<file path="src/rtl/matrix_ls_sequencer.sv">
// Matrix load/store row sequencer: one row request per cycle while mhit returns, done pulse ROWS+1 cycles after accept.
// Accepts only in IDLE (req_ready), each row held until mhit; optional runtime stride under MLS_STRIDE_EN.
package matrix_ls_pkg;
  typedef enum logic [1:0] {
    M_NONE  = 2'd0,
    M_LOAD  = 2'd1,
    M_STORE = 2'd2,
    M_RSVD  = 2'd3
  } matrix_mem_t;
endpackage

module matrix_ls_sequencer
  import matrix_ls_pkg::*;
#(
  parameter int          ROWS       = 4,
  parameter logic [31:0] ROW_STRIDE = 32'd8
) (
  input  logic                    CLK,
  input  logic                    nRST,
  input  logic                    req_valid,
  input  matrix_mem_t             req_opcode,
  input  logic [3:0]              req_rd,
  input  logic [31:0]             req_addr,
`ifdef MLS_STRIDE_EN
  input  logic [31:0]             stride_in,
`endif
  output logic                    req_ready,
  output logic                    mem_ren,
  output logic                    mem_wen,
  output logic [31:0]             mem_addr,
  output logic [3:0]              mem_rd,
  output logic [$clog2(ROWS)-1:0] mem_row,
  input  logic                    mhit,
  output logic                    busy,
  output logic                    done
);

  localparam int RW = $clog2(ROWS);
  localparam logic [RW-1:0] LAST_ROW = RW'(ROWS - 1);

  typedef enum logic [1:0] {IDLE, REQ, DONE} state_t;

  state_t          state_q, state_d;
  logic            accept;
  logic            is_load_q;
  logic [3:0]      rd_q;
  logic [31:0]     addr_q;
  logic [RW-1:0]   row_q;
  logic [31:0]     stride;

`ifdef MLS_STRIDE_EN
  logic [31:0] stride_q;
  assign stride = stride_q;
`else
  assign stride = ROW_STRIDE;
`endif

  always_ff @(posedge CLK or negedge nRST) begin
    if (!nRST) state_q <= IDLE;
    else       state_q <= state_d;
  end

  // addr_q accumulates the stride per completed row, so wrap-around is free
  always_ff @(posedge CLK or negedge nRST) begin
    if (!nRST) begin
      is_load_q <= 1'b0;
      rd_q      <= '0;
      addr_q    <= '0;
      row_q     <= '0;
`ifdef MLS_STRIDE_EN
      stride_q  <= '0;
`endif
    end else if (accept) begin
      is_load_q <= (req_opcode == M_LOAD);
      rd_q      <= req_rd;
      addr_q    <= req_addr;
      row_q     <= '0;
`ifdef MLS_STRIDE_EN
      stride_q  <= stride_in;
`endif
    end else if (state_q == REQ && mhit && row_q != LAST_ROW) begin
      row_q  <= row_q + RW'(1);
      addr_q <= addr_q + stride;
    end
  end

  always_comb begin
    state_d   = state_q;
    accept    = 1'b0;
    req_ready = 1'b0;
    mem_ren   = 1'b0;
    mem_wen   = 1'b0;
    mem_addr  = '0;
    mem_rd    = '0;
    mem_row   = '0;
    busy      = 1'b0;
    done      = 1'b0;
    case (state_q)
      IDLE: begin
        req_ready = 1'b1;
        if (req_valid && (req_opcode == M_LOAD || req_opcode == M_STORE)) begin
          accept  = 1'b1;
          state_d = REQ;
        end
      end
      REQ: begin
        busy     = 1'b1;
        mem_ren  = is_load_q;
        mem_wen  = !is_load_q;
        mem_addr = addr_q;
        mem_rd   = rd_q;
        mem_row  = row_q;
        if (mhit && row_q == LAST_ROW) state_d = DONE;
      end
      DONE: begin
        busy    = 1'b1;
        done    = 1'b1;
        state_d = IDLE;
      end
      default: state_d = IDLE;
    endcase
  end

endmodule
</file>
<file path="config.mk">
export PLATFORM = sky130hd
export DESIGN_NAME = matrix_ls_sequencer
export DESIGN_NICKNAME = d
export VERILOG_FILES = /design/src/rtl/matrix_ls_sequencer.sv
export SDC_FILE = /design/constraint.sdc
export NUM_CORES = 1
export LEC_CHECK = 0
export ABC_CLOCK_PERIOD_IN_PS = 5900
export BUFFER_PORTS_ARGS = -buffer_cell sky130_fd_sc_hd__buf_2
export CORE_MARGIN = 5
export CORE_UTILIZATION = 55
export DETAILED_ROUTE_END_ITERATION = 7
export PLACE_DENSITY = 0.89
export SYNTH_ARGS = -nofsm -noshare
export SYNTH_HDL_FRONTEND = slang
export SYNTH_SLANG_ARGS = --single-unit
</file>
<file path="constraint.sdc">
create_clock -name CLK -period 5.9 [get_ports CLK]
set_clock_uncertainty 0.15 [all_clocks]
set_input_delay 0.295 -clock CLK [delete_from_list [all_inputs] [get_ports CLK]]
set_output_delay 0.295 -clock CLK [all_outputs]
set_load 0.01 [all_outputs]
</file>
## After elaboration in Yosys (flattened, before gate mapping)

Cells that the tools add are included.

- Register bits: 41
- Bits in latches: 0
- RAM bits: 0
- Memory bits (read-only): 0
- Input bits: 42
- Output and inout bits: 43
- Logic and storage cells: 42
- Memories kept: 0

- $add $sub $neg: 2
- Multiply operators: 0
- Divide/modulo/power cells: 0
- $lt $le $gt $ge: 0
- Equality and inequality tests: 8
- Shift-type cells: 0
- Multiplexer cells: 17
- Bitwise logic cells: 0
- Reductions and logical operators: 10

Operators by type and width:

| cell | number |
|---|---|
| $mux W32 | 3 |
| $add A32 B4 Y32 const B | 1 |
| $mux W2 | 5 |
| $mux W1 | 7 |
| $eq A2 B2 Y1 const B | 3 |
| $eq A2 B1 Y1 const B | 2 |
| $logic_and A1 B1 Y1 | 4 |
| $mux W4 | 1 |
| $ne A2 B2 Y1 const B | 2 |
| $pmux W2 S2 | 1 |
| $add A2 B1 Y2 const B | 1 |
| $logic_not A2 Y1 | 1 |
| $ne A2 B1 Y1 const B | 1 |
| $reduce_and A2 Y1 | 1 |
| $reduce_bool A2 Y1 | 1 |
| $reduce_or A2 Y1 | 1 |
| $logic_not A1 Y1 | 1 |
| $logic_or A1 B1 Y1 | 1 |

## Longest topological paths before layout

Gate-level depths: netlist of run 1.

- Word-level depth: 6
- Gate-level depth with buffers: 8
- Gate-level depth less buffers: 6

## Worst setup path before layout of run 1

OpenSTA, ideal clock, no wires.

- Path kind: register to register
- From: register state_q[1]
- To: register addr_q[31]
- Library setup time: 0.069 ns
- Arrival: 1.856 ns
- Required time: 5.681 ns
- Setup slack: 3.825 ns
- Cell stages (with the launch flop): 9
- Path buffers: 2
- Clock period less this slack: 2.075 ns
- Cells stage by stage: dfrtp_1 inv_1 ha_1 and4b_1 buf_4 nand4_4 buf_6 or4_1 nand3_1

- Longest elaborated chain between the ends: 4
- Elaborated cells between the ends (all ways): 7
- Classes of those cells: 1 x eq/ne; 2 x mux; 4 x reduce/logical

Ends and longest elaborated chain:

| element | line | RTL |
|---|---|---|
| from (decl) | 43 | `state_t state_q, state_d;` |
| from (signal assigned) | 60 | `else state_q <= state_d;` |
| $eq A2 B1 Y1 | 81 | `end else if (state_q == REQ && mhit && row_q != LAST_ROW) begin` |
| $logic_and A1 B1 Y1 (2 in series) | 81 |  |
| $reduce_bool A2 Y1 (no source line) | - |  |
| to (signal assigned) | 76 | `addr_q <= req_addr;` |
| to (signal assigned) | 83 | `addr_q <= addr_q + stride;` |
| to (decl) | 47 | `logic [31:0] addr_q;` |

Parallel ways exist; a longest one is shown, timed or not.
A chain may end at the register's enable or synchronous reset.

## Worst setup path after layout of run 1

- From: register state_q[1]
- To: register addr_q[28]

Same word-level chain as after synthesis.

==> reports/metrics.csv, run 1 <==
metric,value,unit
grt_pass1_wl,11.1,mm
firstDrtPassIters,4,
postSynthAreaPerCell,8.56,um^2
viasPerCell,5.83,
swShare,44.6,%
internal_power,0.000788,W
post-route-period-util,54.9,%
io_pins,85,
clk_pin_slew,0.08,ns
pwr-share-comb,47.5,%
crit_fanout,43,
worstMarginPinSlew,1.09,ns
synth_top_area_share,39.6,%
cts-buffers-inserted,5,
run_status,"finished, violations left",
area_growth,19.2,%
ys_async_sr_fraction,100,%
cts_tree,yes,
fmax,309,MHz
hold_viol_final,41,
critical_path.startpoint,state_q[1],
drive_gt1_share,25.4,%
via_count,2517,
drtAntennaViolNets,0,
min_path_type,in2async,
global_route.usage.met3,5.16,%
postCtsHoldBufs,0,
synth_area,0.00259,mm^2
h-tree-depth,2,
p_leak,1.47,nW
path_delay_family,simple AND/OR/NAND/NOR gates,
cp-start-kind,flop,
criticalPathCategory,reg2reg,
ir_drop,0.259,mV
r2r_slack,2.66,ns
r2r_start,state_q[1],
grt_most_used_layer,met2,
worst_setup_path_end_kind,flop,
seq_area_frac_synth,39.6,%
drc,0,
ys.flop_type,dfrtp_1,
crit_path_max_incr_delay,0.90,ns
synth_edf_count,0,
die_w,78.7,um
die_area,0.00619,mm^2
power_switching,0.000634,W
cts-resized-gates,0,
seqCellArea,0.00103,mm^2
core_area,0.00466,mm^2
grtUsageTotal,22.3,%
antenna_cells,0,
final.min_clock_period,3.24,ns
synth_cells,303,
die_h,78.7,um
synth_area_leaders,"dfrtp_1, and2_1, nand2_1, or4_1, a31oi_1",
worstPathCellList,inv_1 > ha_1 > and4b_1 > nand4_2 > or4_1 > a31oi_1,
r2r_end,addr_q[28],
avgRoutedWirePerCell,15.3,um
dp_hpwl,4.72,mm
clock-sinks,41,
grt_start_max_net_pins,48,
critPathBufInv,1,
ys_warn_count,0,
first_iter_violations,154,
antenna_found_initial,0,
n_fill_cell,387,
pwr-share-seq,39.9,%
postLayoutCoreUtil,66.3,%
cts_root_buffer,clkbuf_8,
cellPowerDensity,460,mW/mm^2
synth_seq_cells,41,
postSynthNetCount,352,
grt_pass1_vias,2513,
ff2ff_path_depth,6,
nets,426,
final_cells,432,
whs,-0.0169,ns
rows,25,
fin_ws,2.66,ns
preCtsSetupSlack,2.67,ns
max-slew-margin-rel,27.1,%
clkLatencyLatePin,0.29,ns
grt.overflow.total,0,
ys_types,37,
multiInputGateArea,0.00147,mm^2
rsz0062_at_grt,false,
clock_power_share,12.6,%
met2_usage,38.9,%
place_congestion,0.835,
wl,6.62,mm
io_buffers,84,
cts_max_path_buffers,2,
cap_viol_max_count,0,
cts_setup_buffers,0,
violations,hold timing,
start_util,55.7,%
slowest_stage,ha_1,
finalSetupViolCount,0,
cp.required,5.98,ns
final-max-slew-violation-count,0,
met1_usage,27.7,%
final.setup.tns,0,ns
arrival,3.31,ns
yosysTopAreaCell,dfrtp_1,
place_inst,424,
==> power by group through the flow <==
stage / clock network [W] / registers [W] / logic [W]
after global placement: 0 / 0.000559 / 0.000654
after global routing: 0.000192 / 0.000596 / 0.000763
final: 0.000180 / 0.000567 / 0.000675
after CTS: 0.000180 / 0.000564 / 0.000684
after detailed placement: 0 / 0.000569 / 0.000677
after floorplan: 0 / 0.000522 / 0.000484
==> sequential cells by signal, indices dropped and copies added (netlist names) <==
signal and cells:
state_q 2, rd_q 4, is_load_q 1, addr_q 32, row_q 2
==> Yosys cell counts, types with 3 or more instances <==
library cell,count
and3_1,4
and4_1,5
a31oi_1,17
nand4_1,9
and2_1,43
ha_1,7
clkbuf_1,14
o31ai_1,13
or4_1,16
nor2_1,20
nand3_1,10
inv_1,5
dfrtp_1,41
nand3b_1,3
nand2_1,46
o21ai_0,15
or3_1,4
xor2_1,8
==> routing by layer <==
layer	wire length (um)	part of all wire, %	vias up
li1	-	-	1228
met1	2780	42	1194
met2	3320	50	83
met5	0	0	-
met4	95	1.4	0
met3	434	6.6	12
==> placed cells by master (no fill, tap or decap), drive strengths merged, types with 10 or more instances in the layout <==
cell   instances
nand2         47
nand3         10
nor2          20
a31oi         17
or4           16
o21ai         15
nand4         12
buf           85
and2          43
dfrtp         41
o31ai         13
==> per-stage QoR <==
step                total power [W]  hold slack, ns  cell area (um^2)
floorplan                   0.00101          -0.151              2590
global placement            0.00121           0.301              3010
detailed placement          0.00125           0.304              3010
CTS                         0.00143         0.00961              3090
global route                0.00155          0.0403              3090
finish                      0.00142         -0.0169              3090
==> cells by family (layout without fill, tap and decap cells) <==
logic type,count (synthesis),count (layout),share of synthesized area [%]
mux,2,2,0.772
flops,41,41,39.6
simple gates,170,170,37.0
xor+xnor,9,9,3.04
compound gates,51,51,12.4
fa+ha+maj,7,7,3.38
buf+inv,23,98,3.86
==> how the worst max path moves through the flow <==
stage | end | cells after the start
floorplan | addr_q[31] | 8
global placement | addr_q[26] | 6
detailed placement | addr_q[28] | 6
CTS | addr_q[28] | 6
global route | addr_q[28] | 6
finish | addr_q[28] | 6
==> final cells by class <==
type                    count  share of cell area [%]
multi-input cells         239                    47.5
flip-flops and latches     41                    33.2
repair buffers             85                    13.8
clock buffers               6                    2.35
well taps                  54                    2.19
inverters                   5                   0.607
clock inverters             2                   0.324
No activity file was read; power rests on OpenSTA's default activity.
==> run 2: changes to the inputs <==
==> config.mk (replaced) <==
export PLATFORM = sky130hd
export DESIGN_NAME = matrix_ls_sequencer
export DESIGN_NICKNAME = d
export VERILOG_FILES = /design/src/rtl/matrix_ls_sequencer.sv
export SDC_FILE = /design/constraint.sdc
export NUM_CORES = 1
export LEC_CHECK = 0
export ABC_CLOCK_PERIOD_IN_PS = 2800
export BUFFER_PORTS_ARGS = -buffer_cell sky130_fd_sc_hd__buf_2
export CORE_MARGIN = 5
export CORE_UTILIZATION = 46
export DETAILED_ROUTE_END_ITERATION = 7
export PLACE_DENSITY = 0.8
export SYNTH_ARGS = -nofsm -noshare
export SYNTH_HDL_FRONTEND = slang
export SYNTH_SLANG_ARGS = --single-unit
==> constraint.sdc (replaced) <==
create_clock -name CLK -period 2.8 [get_ports CLK]
set_clock_uncertainty 0.15 [all_clocks]
set_input_delay 0.14 -clock CLK [delete_from_list [all_inputs] [get_ports CLK]]
set_output_delay 0.14 -clock CLK [all_outputs]
set_load 0.01 [all_outputs]
==> run 2 against run 1 <==
  * The flow now finishes without violations
  * Clock power grew to 2.8 times the previous value
  * Count of clock-buffer cells in the layout grew 1
  * Design area grew 14%
  * Largest power group unchanged
  * Highest routed layer unchanged
==> reports/metrics.csv, run 2 (same netlist as run 1, synthesis figures left out) <==
metric,value,unit
hold_viol_final,0,
final.setup.tns,0,ns
criticalPathCategory,reg2reg,
cts_max_path_buffers,2,
place_inst,445,
worstPathCellList,ha_1 > and4b_1 > nand4_2 > or4_1 > a31oi_1,
cp-start-kind,flop,
antenna_cells,0,
drive_gt1_share,23.7,%
rows,27,
largest_register_ffs,32,
n_fill_cell,471,
worstMarginPinSlew,0.925,ns
cts-buffers-inserted,5,
cellPowerDensity,897,mW/mm^2
reg.largest.list,"addr_q x32, rd_q x4",
io_buffers,84,
final-max-slew-violation-count,0,
arrival,2.52,ns
final_cell_mix,"buf_2, nand2_1, and2_1",
critical_path.startpoint,row_q[0],
crit_fanout,10,
area_growth,36.1,%
die_area,0.00724,mm^2
avgRoutedWirePerCell,14.4,um
ir_drop,0.528,mV
cp.required,2.87,ns
die_w,85.1,um
h-tree-depth,2,
io_pins,85,
dp_hpwl,4.91,mm
cap_viol_max_count,0,
p_leak,1.65,nW
via_count,2640,
cts_setup_buffers,0,
worst_setup_path_end_kind,flop,
finalSetupViolCount,0,
run_status,finished clean,
min_path_type,in2reg,
core_area,0.00551,mm^2
start_util,47.1,%
seqCellArea,0.00103,mm^2
viasPerCell,5.40,
clkLatencyLatePin,0.30,ns
grt_pass1_vias,2586,
multiInputGateArea,0.00147,mm^2
max-slew-margin-rel,38.3,%
wl,7.05,mm
drtAntennaViolNets,0,
cts_root_buffer,clkbuf_8,
drc,0,
final_cells,489,
grt_pass1_wl,11.9,mm
place_congestion,0.834,
r2r_start,row_q[0],
worstHoldStart,req_addr[18],
postLayoutCoreUtil,64.1,%
grt.overflow.total,0,
die_h,85.1,um
nets,465,
first_iter_violations,135,
fmax,409,MHz
firstDrtPassIters,4,
clk_pin_slew,0.08,ns
crit_path_max_incr_delay,0.56,ns
rsz0062_at_grt,false,
final.min_clock_period,2.45,ns
slowest_stage,and4b_1,
cts_tree,yes,
post-route-period-util,87.4,%
top_register,addr_q,
grtUsageTotal,20.0,%
clock-sinks,41,
antenna_found_initial,0,
layout_commonest_cell,buf_2,
grt_start_max_net_pins,43,
==> run 2: repair_timing <==
action                                 CTS  global route
endpoints found under the hold margin   76             0
hold buffers                            36             0
resized for setup                        0             0
==> run 2: path summary, 6_finish.rpt <==
| path | slack, ns | to | cells after the start |
|---|---|---|---|
| hold / removal | 0.006 | addr_q[18] | 3 |
| min in group asynchronous | 0.36 | addr_q[5] | 2 |
| setup reg to reg | 0.35 | addr_q[28] | 5 |
| setup / recovery | 0.35 | addr_q[28] | 5 |
| max in group asynchronous | 1.55 | addr_q[18] | 2 |
| hold reg to reg | 0.33 | rd_q[3] | 2 |
==> run 2: report_power, final <==
group,leakage [nW],internal [W],switching (W)
logic,1.11,0.000653,0.000818
clock network,0.0585,0.000291,0.000206
registers,0.482,0.000880,0.000319
==> run 2: metrics by stage <==
step | cell area [um^2] | worst slack, ns | hold slack [ns] | total power (W)
after global routing | 3530 | 0.217 | 0.00168 | 0.00343
after detailed placement | 3050 | 0.382 | 0.175 | 0.00264
after floorplan | 2590 | 0.725 | -0.306 | 0.00212
after global placement | 3050 | 0.515 | 0.168 | 0.00259
final | 3530 | 0.354 | 0.00592 | 0.00317
after CTS | 3530 | 0.346 | 0.00214 | 0.00318
==> run 2: critical path: cells and delay by family (launching register included) <==
kind,cells,cell delay (ns)
flip-flops,1,0.41
AO/OA/AOI/OAI,1,0.17
adder cells (fa/ha/maj),1,0.22
AND/OR/NAND/NOR,3,1.41
==> run 2: metal layers <==
layer	up-vias	GRT usage (%)	share of wire (%)
met5	-	0	0
met4	0	7.63	2.0
met3	11	3.20	4.5
met2	63	34.6	49
met1	1253	25.0	44
li1	1313	-	-
==> run 2: final cells by class <==
type | instances | share of cell area [%]
timing repair buffer | 124 | 23.0
inverter | 5 | 0.532
multi-input combinational | 239 | 41.6
sequential | 41 | 29.1
clock inverter | 1 | 0.851
clock buffer | 7 | 2.45
tap | 72 | 2.55
==> run 3: changes to the inputs <==
--- a/config.mk
+++ b/config.mk
@@ -5,10 +5,11 @@
 export SDC_FILE = /design/constraint.sdc
 export NUM_CORES = 1
 export LEC_CHECK = 0
+export ABC_AREA = 1
 export ABC_CLOCK_PERIOD_IN_PS = 2800
 export BUFFER_PORTS_ARGS = -buffer_cell sky130_fd_sc_hd__buf_2
 export CORE_MARGIN = 5
-export CORE_UTILIZATION = 46
+export CORE_UTILIZATION = 48
 export DETAILED_ROUTE_END_ITERATION = 7
 export PLACE_DENSITY = 0.8
 export SYNTH_ARGS = -nofsm -noshare
==> run 3 against run 2 <==
  * Critical endpoint is now mem_row[0]
  * Sequential cell count is the same
  * Combinational power grew 19%
  * Synthesized area grew 20%
  * Largest cell class unchanged
  * Hold slack lost 0.0025 ns
  * Global-route usage grew 1.1 points
  * Highest routed layer unchanged
  * Synthesized cell count grew 66%
  * Maximum frequency grew 19%
  * Largest power group unchanged
==> reports/metrics.csv, run 3 <==
metric,value,unit
grt_pass1_vias,3417,
wl,8.42,mm
largest_register_ffs,32,
min_path_type,in2reg,
postSynthNetCount,551,
final.min_clock_period,2.06,ns
yosysTopAreaCell,dfrtp_1,
first_iter_violations,230,
ys_async_sr_fraction,100,%
core_area,0.00631,mm^2
cts_root_buffer,clkbuf_8,
grt_most_used_layer,met2,
cap_viol_max_count,0,
whs_path_depth,5,
cp.required,2.51,ns
synth_cells,502,
fmax,486,MHz
worstMarginPinSlew,0.936,ns
seq_area_frac_synth,33.0,%
io_pins,85,
worst_setup_path_end_kind,primary output,
cts_max_path_buffers,2,
met1_usage,26.8,%
rsz0062_at_grt,false,
worstHoldStart,req_addr[23],
dp_hpwl,6.17,mm
cellPowerDensity,857,mW/mm^2
reg.largest.list,"addr_q x32, rd_q x4",
cp-start-kind,flop,
synth_area,0.00311,mm^2
p_leak,2.36,nW
nets,650,
synth_top_area_share,33.0,%
clkLatencyLatePin,0.30,ns
die_h,90.4,um
ys_warn_count,0,
synth.most_common_cell,nand2_1,
fin_ws,0.741,ns
synth_area_leaders,"dfrtp_1, nand2_1, inv_1, nand3_1, nor2_1",
final_cell_mix,"nand2_1, inv_1, buf_2",
drtAntennaViolNets,0,
h-tree-depth,2,
via_count,3343,
grt.overflow.total,0,
viasPerCell,4.92,
top_register,addr_q,
grt_pass1_wl,14.8,mm
grt_start_max_net_pins,42,
io_buffers,84,
yosys-top-cells-count,"nand2_1, inv_1, dfrtp_1, nor2_1, nand3_1",
grtUsageTotal,21.1,%
place_congestion,0.905,
synth_edf_count,0,
arrival,1.77,ns
avgRoutedWirePerCell,12.4,um
finalSetupViolCount,0,
layout_commonest_cell,nand2_1,
area_growth,25.0,%
ys.flop_type,dfrtp_1,
rows,29,
drive_gt1_share,19.8,%
synth_seq_cells,41,
met2_usage,37.1,%
clock-sinks,41,
postSynthAreaPerCell,6.19,um^2
cts-buffers-inserted,5,
n_fill_cell,616,
r2r_start,state_q[1],
start_util,49.2,%
post-route-period-util,73.5,%
run_status,finished clean,
global_route.usage.met3,3.75,%
cts-resized-gates,0,
max-slew-margin-rel,37.6,%
ir_drop,0.728,mV
final-max-slew-violation-count,0,
hold-path-endpoint,addr_q[23],
r2r_end,addr_q[6],
r2r_slack,0.84,ns
crit_fanout,41,
preCtsSetupSlack,0.893,ns
ff2ff_path_depth,6,
hold_viol_final,0,
clk_pin_slew,0.09,ns
final.setup.tns,0,ns
antenna_found_initial,0,
cts_setup_buffers,0,
antenna_cells,0,
die_w,90.4,um
criticalPathCategory,reg2out,
ys_types,31,
die_area,0.00818,mm^2
firstDrtPassIters,5,
drc,0,
cts_tree,yes,
[run 3: cell count changes in the layout (fill, tap and decap cells not counted), moves of 16 or more]
cell / change
nand2_1: +138
inv_1: +89
nand3_1: +25
and2_1: -41
nor2_1: +21
or4_1: -16
[run 3: report_power, final]
part | switching, W | internal [W] | leakage [nW]
clock | 0.000232 | 0.000175 | 0.0364
combinational | 0.00111 | 0.000639 | 1.83
sequential | 0.000317 | 0.000853 | 0.492
total | 0.00166 | 0.00167 | 2.36
[run 3: area by class of cell]
class,count,area [um^2],share of cell area (%)
clock buffer,5,68.8,1.77
clock inverter,3,22.5,0.580
inverter,95,357,9.19
multi-input combinational,348,1640,42.3
sequential,41,1030,26.4
tap,77,96.3,2.48
timing repair buffer,110,671,17.3
[run 3: critical path: stages (launching register included)]
cell,delay (ns)
dfrtp_1,0.40
inv_1,0.12
ha_1,0.23
buf_4,0.40
nand2_1,0.12
inv_1,0.07
buf_2,0.12
[run 3: worst max-delay path by stage]
stage / from / end / slack (ns)
finish: state_q[1] / mem_row[0] / 0.74
global route: state_q[1] / mem_addr[29] / 0.57
CTS: state_q[1] / mem_row[0] / 0.75
detailed placement: req_opcode[0] / addr_q[6] / 0.89
global placement: req_opcode[0] / addr_q[5] / 0.98
floorplan: state_q[0] / addr_q[13] / 1.08
[run 3: repair_timing]
item	in CTS	in global routing
endpoints found under the setup margin	0	0
hold buffers	22	0
hold endpoints to repair	62	0
[run 3: kinds of logic (layout without fill, tap and decap cells)]
kind of cell | count (synthesis) | after routing | share of synthesized area (%)
AO/OA/AOI/OAI | 42 | 42 | 7.65
XOR/XNOR | 2 | 2 | 0.564
adder cells (fa/ha/maj) | 7 | 7 | 2.82
buffers and inverters | 113 | 213 | 14.2
flip-flops | 41 | 41 | 33.0
AND/OR/NAND/NOR | 297 | 297 | 41.7
[run 3: stage by stage]
stage	instances	power, W	hold slack [ns]	cell area [um^2]	utilization [%]
2_1_floorplan	502	0.00235	-0.306	3110	-
5_1_grt	679	0.00366	0.0120	3880	61.5
6_report	679	0.00333	0.00340	3880	61.5
3_3_place_gp	649	0.00282	0.178	3570	56.5
3_5_place_dp	649	0.00290	0.194	3570	56.5
4_1_cts	679	0.00334	0.00105	3880	61.5
[run 3: per-layer routing]
| metal | share of wire (%) | vias to the layer above |
|---|---|---|
| met5 | 0 | - |
| met4 | 1.2 | 0 |
| met3 | 5.4 | 13 |
| met2 | 49 | 100 |
| met1 | 44 | 1506 |
| li1 | - | 1724 |
